==> src/rtl/lcd_ctrl.sv <==
// HD44780-compatible character-LCD controller: runs the panel power-on init
// sequence, then writes one instruction/data byte per accepted request.
module lcd_ctrl #(
  parameter int T_PWRON = 750000,
  parameter int T_SETUP = 2,
  parameter int T_EN    = 12,
  parameter int T_CMD   = 2000,
  parameter int T_CLR   = 82000
) (
  input  logic        clk,
  input  logic        rst,
  input  logic        req_valid,
  input  logic        req_rs,
  input  logic [7:0]  req_data,
  output logic        req_ready,
  output logic        init_done,
  output logic [31:0] status,
  output logic        lcd_on,
  output logic        lcd_en,
  output logic        lcd_rs,
  output logic        lcd_rw,
  output logic [7:0]  lcd_data
);

  localparam int T_MAX_A = (T_PWRON > T_CLR) ? T_PWRON : T_CLR;
  localparam int T_MAX_B = (T_CMD > T_EN) ? T_CMD : T_EN;
  localparam int T_MAX_C = (T_MAX_B > T_SETUP) ? T_MAX_B : T_SETUP;
  localparam int T_MAX   = (T_MAX_A > T_MAX_C) ? T_MAX_A : T_MAX_C;
  localparam int CNT_W   = $clog2(T_MAX + 1);

  localparam logic [2:0] S_PWR_WAIT = 3'd0;
  localparam logic [2:0] S_SETUP    = 3'd1;
  localparam logic [2:0] S_EN_HI    = 3'd2;
  localparam logic [2:0] S_EXEC     = 3'd3;
  localparam logic [2:0] S_IDLE     = 3'd4;

  localparam logic [2:0] INIT_LAST = 3'd5;

  logic [2:0]       r_state;
  logic [CNT_W-1:0] r_cnt;
  logic [2:0]       r_init_idx;
  logic             r_lcd_en;
  logic             r_lcd_rs;
  logic [7:0]       r_lcd_data;
  logic             r_lcd_on;
  logic             r_req_ready;
  logic             r_init_done;

  logic [CNT_W-1:0] w_last;
  logic             w_cnt_hit;
  logic             w_long_exec;
  logic [2:0]       w_next_idx;

  function automatic logic [7:0] init_byte(input logic [2:0] idx);
    case (idx)
      3'd0, 3'd1, 3'd2: init_byte = 8'h38;
      3'd3:             init_byte = 8'h0C;
      3'd4:             init_byte = 8'h01;
      3'd5:             init_byte = 8'h06;
      default:          init_byte = 8'h00;
    endcase
  endfunction

  // Clear-display and return-home need the long execution wait.
  assign w_long_exec = !r_lcd_rs && (r_lcd_data == 8'h01 || r_lcd_data == 8'h02 ||
                                     r_lcd_data == 8'h03);
  assign w_next_idx  = r_init_idx + 3'd1;

  always_comb begin
    // NOTE: default first so every path assigns w_last and no latch is inferred.
    w_last = '0;
    case (r_state)
      S_PWR_WAIT: w_last = CNT_W'(T_PWRON - 1);
      S_SETUP:    w_last = CNT_W'(T_SETUP - 1);
      S_EN_HI:    w_last = CNT_W'(T_EN - 1);
      S_EXEC:     w_last = w_long_exec ? CNT_W'(T_CLR - 1) : CNT_W'(T_CMD - 1);
      default:    w_last = '0;
    endcase
  end

  assign w_cnt_hit = (r_cnt == w_last);

  // NOTE: state uses non-blocking assignments; reset is synchronous, so it
  // lives inside the clocked block rather than in the sensitivity list.
  always_ff @(posedge clk) begin
    if (!rst) begin
      r_state     <= S_PWR_WAIT;
      r_cnt       <= '0;
      r_init_idx  <= '0;
      r_lcd_en    <= 1'b0;
      r_lcd_rs    <= 1'b0;
      r_lcd_data  <= 8'h00;
      r_lcd_on    <= 1'b0;
      r_req_ready <= 1'b0;
      r_init_done <= 1'b0;
    end else begin
      r_lcd_on <= 1'b1;
      case (r_state)
        S_PWR_WAIT: begin
          if (w_cnt_hit) begin
            r_cnt      <= '0;
            r_init_idx <= '0;
            r_lcd_rs   <= 1'b0;
            r_lcd_data <= init_byte(3'd0);
            r_state    <= S_SETUP;
          end else begin
            r_cnt <= r_cnt + CNT_W'(1);
          end
        end
        S_SETUP: begin
          if (w_cnt_hit) begin
            r_cnt    <= '0;
            r_lcd_en <= 1'b1;
            r_state  <= S_EN_HI;
          end else begin
            r_cnt <= r_cnt + CNT_W'(1);
          end
        end
        S_EN_HI: begin
          if (w_cnt_hit) begin
            r_cnt    <= '0;
            r_lcd_en <= 1'b0;
            r_state  <= S_EXEC;
          end else begin
            r_cnt <= r_cnt + CNT_W'(1);
          end
        end
        S_EXEC: begin
          if (w_cnt_hit) begin
            r_cnt <= '0;
            if (!r_init_done && r_init_idx != INIT_LAST) begin
              r_init_idx <= w_next_idx;
              r_lcd_data <= init_byte(w_next_idx);
              r_state    <= S_SETUP;
            end else begin
              r_init_done <= 1'b1;
              r_req_ready <= 1'b1;
              r_state     <= S_IDLE;
            end
          end else begin
            r_cnt <= r_cnt + CNT_W'(1);
          end
        end
        S_IDLE: begin
          if (req_valid && r_req_ready) begin
            r_cnt       <= '0;
            r_lcd_rs    <= req_rs;
            r_lcd_data  <= req_data;
            r_req_ready <= 1'b0;
            r_state     <= S_SETUP;
          end
        end
        default: begin
          r_cnt   <= '0;
          r_state <= S_PWR_WAIT;
        end
      endcase
    end
  end

  assign req_ready = r_req_ready;
  assign init_done = r_init_done;
  assign status    = {30'b0, r_init_done, ~r_req_ready};
  assign lcd_on    = r_lcd_on;
  assign lcd_en    = r_lcd_en;
  assign lcd_rs    = r_lcd_rs;
  assign lcd_rw    = 1'b0;
  assign lcd_data  = r_lcd_data;

endmodule

==> config.mk <==
export PLATFORM = sky130hd
export DESIGN_NAME = lcd_ctrl
export DESIGN_NICKNAME = d
export VERILOG_FILES = /design/src/rtl/lcd_ctrl.sv
export SDC_FILE = /design/constraint.sdc
export NUM_CORES = 1
export LEC_CHECK = 0
export ABC_AREA = 1
export CORE_UTILIZATION = 40
export CTS_CLUSTER_SIZE = 10
export DETAILED_ROUTE_END_ITERATION = 6
export PLACE_DENSITY = 0.66
export REMOVE_ABC_BUFFERS = 1
export SLEW_MARGIN = 30
export SYNTH_ARGS = -nofsm -noshare
export SYNTH_HDL_FRONTEND = slang
export SYNTH_SLANG_ARGS = --single-unit
==> constraint.sdc <==
create_clock -name clk -period 2.6 [get_ports clk]
set_clock_uncertainty 0.2 [all_clocks]
set_input_delay 0.39 -clock clk [delete_from_list [all_inputs] [get_ports clk]]
set_output_delay 0.39 -clock clk [all_outputs]
set_load 0.1 [all_outputs]
==> metrics.csv <==
metric,value,unit
htreeDepth,2,
area_growth,11.1,%
path_clk_slew,0.07,ns
irDropWorstVdd,0.000251,V
drv_slew,0,
cp.required,2.62,ns
clockBufferDepth,2,
place_area,0.00284,mm²
clock_latency,0.29,ns
drt_wl_total,5930,µm
io_pins,58,
wl_per_cell,11.4,µm
end_kind,flip-flop,
min_period_over_period,0.892,
cts.sinks,39,
postSynthAreaPerCell,6.37,µm²
ys_seq_area_frac,0.295,
cp_max_fo,6,
async_flop_share,0,
crit_type,flip-flop to flip-flop,
seqCellArea,782,µm²
cts_tree,done,
rows,29,
grt_pass1_wl,10200,µm
ys_ff_latch,39,
start_util,0.416,
placement.io_buffers,26,
fp.dieW,83.3,µm
status,"complete, no violations",
power_density,422,mW/mm²
globalRouteOverflowTotal,0,
synth.distinct_cells,32,
synth_area,0.00264,mm²
slew_headroom,0.663,
power_leakage,0.00127,µW
multiInputGateArea,0.00152,mm²
synth_cells,415,
die_h,83.3,µm
synth_edf_count,0,
drtPass1Iterations,4,
drc,0,
max_freq,0.431,GHz
min_period,2.32,ns
antenna_found_initial,0,
hold_viol_final,0,
dp_hpwl,4590,µm
synth-warning-count,0,
hold_slack,0.267,ns
final_cell_mix,"nand2_1, nor2_1, inv_1, a21oi_1, dfxtp_1",
rsz0062_at_grt,false,
fin_setup_tns,0,ns
cp_data_arrival_time,2.34,ns
layout.nets,465,
grt_max_degree,18,
numCtsBuffers,5,
drt.antenna.violating_nets,0,
gp_congestion,0.904,
cts_hold_buf,0,
final_common_cell,nand2_1,
finalSetupViolCount,0,
min-delay-path-class,flip-flop to flip-flop,
core_region_area,0.00635,mm²
grt_usage,0.182,
die-area,0.00694,mm²
num_vias,2517,
diodes,0,
drt_iter0_drc,139,
cap_viol_max_count,0,
ys_dominant_reg_cell,dfxtp_1,
worst_slew_pin_slew,0.501,ns
cp-start-kind,flip-flop,
design_area,0.00294,mm²
grt_pass1_vias,2268,
num-fill-cells,662,
root_buffer,clkbuf_8,
drive_above_1_share,0.110,
vias_per_cell,4.83,
==> metrics by stage <==
| step | power [µW] | setup slack [ns] | utilization | instances |
|---|---|---|---|---|
| finish | 1240 | 0.281 | 0.462 | 521 |
| global placement | 873 | 0.296 | 0.448 | 514 |
| floorplan | 843 | 0.000758 | - | 404 |
| detailed placement | 874 | 0.294 | 0.448 | 514 |
| global route | 1290 | 0.0153 | 0.462 | 521 |
| CTS | 1250 | 0.267 | 0.459 | 520 |
==> metal layers <==
metal  global-route usage  vias up  part of all wire
li1                     -     1326                 -
met4               0.0376        0            0.0083
met5                    0        -                 0
met2                0.314       61              0.46
met1                0.231     1123              0.48
met3               0.0408        7             0.048
==> Yosys cell counts (all sizes together) (2+ instances only) <==
| master | instances | share of area |
|---|---|---|
| nand2 | 108 | 0.16 |
| nor2 | 53 | 0.083 |
| inv | 46 | 0.065 |
| dfxtp | 39 | 0.30 |
| a21oi | 38 | 0.072 |
| buf | 36 | 0.10 |
| nand3 | 36 | 0.073 |
| o21ai | 18 | 0.035 |
| ha | 8 | 0.038 |
| nand4 | 8 | 0.019 |
| clkbuf | 5 | 0.0071 |
| xor2 | 5 | 0.017 |
| nor3 | 3 | 0.0057 |
| a211oi | 2 | 0.0057 |
| o211ai | 2 | 0.0057 |
==> critical path: stages, from the launching register on <==
cell,delay [ns]
dfxtp_1,0.43
ha_1,0.23
nand3_1,0.14
nor2_2,0.13
nand3_1,0.11
nor3_1,0.33
nand3_1,0.13
nor2_1,0.15
inv_1,0.07
o21ai_1,0.11
nand3_1,0.08
a21oi_1,0.12
==> flip-flops by register name, summed over array words and instances (netlist names) <==
name and flops:
init_done 1, req_ready 1, r_cnt 20, lcd_data 8
lcd_rs 1, r_init_idx 3, lcd_en 1, lcd_on 1
r_state 3
==> path summary, 6_finish.rpt <==
path	to	slack (ns)	depth (start not counted)	start
worst max-delay path	r_cnt[18]$_SDFFE_PN0N_	0.28	11	r_cnt[0]$_SDFFE_PN0N_
worst max register to register	r_cnt[18]$_SDFFE_PN0N_	0.28	11	r_cnt[0]$_SDFFE_PN0N_
worst min register to register	lcd_en$_SDFFE_PN0P_	0.27	2	lcd_en$_SDFFE_PN0P_
worst min-delay path	lcd_en$_SDFFE_PN0P_	0.27	2	lcd_en$_SDFFE_PN0P_
==> cells by family after synthesis <==
group,count (synthesis),synth area share
AOI/OAI and AO/OA,62,0.125
DFF,39,0.295
buffers and inverters,87,0.173
xor gates and xnor gates,5,0.0166
other,1,0.00142
adders and majority gates,8,0.0379
and+or+nand+nor,213,0.351
==> power by group <==
| group | switching (µW) | internal (µW) |
|---|---|---|
| clock network | 198 | 179 |
| logic | 225 | 27.5 |
| registers | 6.70 | 602 |
==> timing repair <==
item	CTS	global route
setup endpoints to repair	0	3
gates resized for setup	0	1
setup buffers	0	1
==> area by class of cell <==
| class | count | share of cell area |
|---|---|---|
| sequential | 39 | 0.266 |
| tap | 77 | 0.0328 |
| multi-input combinational | 319 | 0.517 |
| timing repair buffer | 34 | 0.101 |
| clock buffer | 6 | 0.0247 |
| inverter | 46 | 0.0588 |
Power figures use the tool's default switching activity.
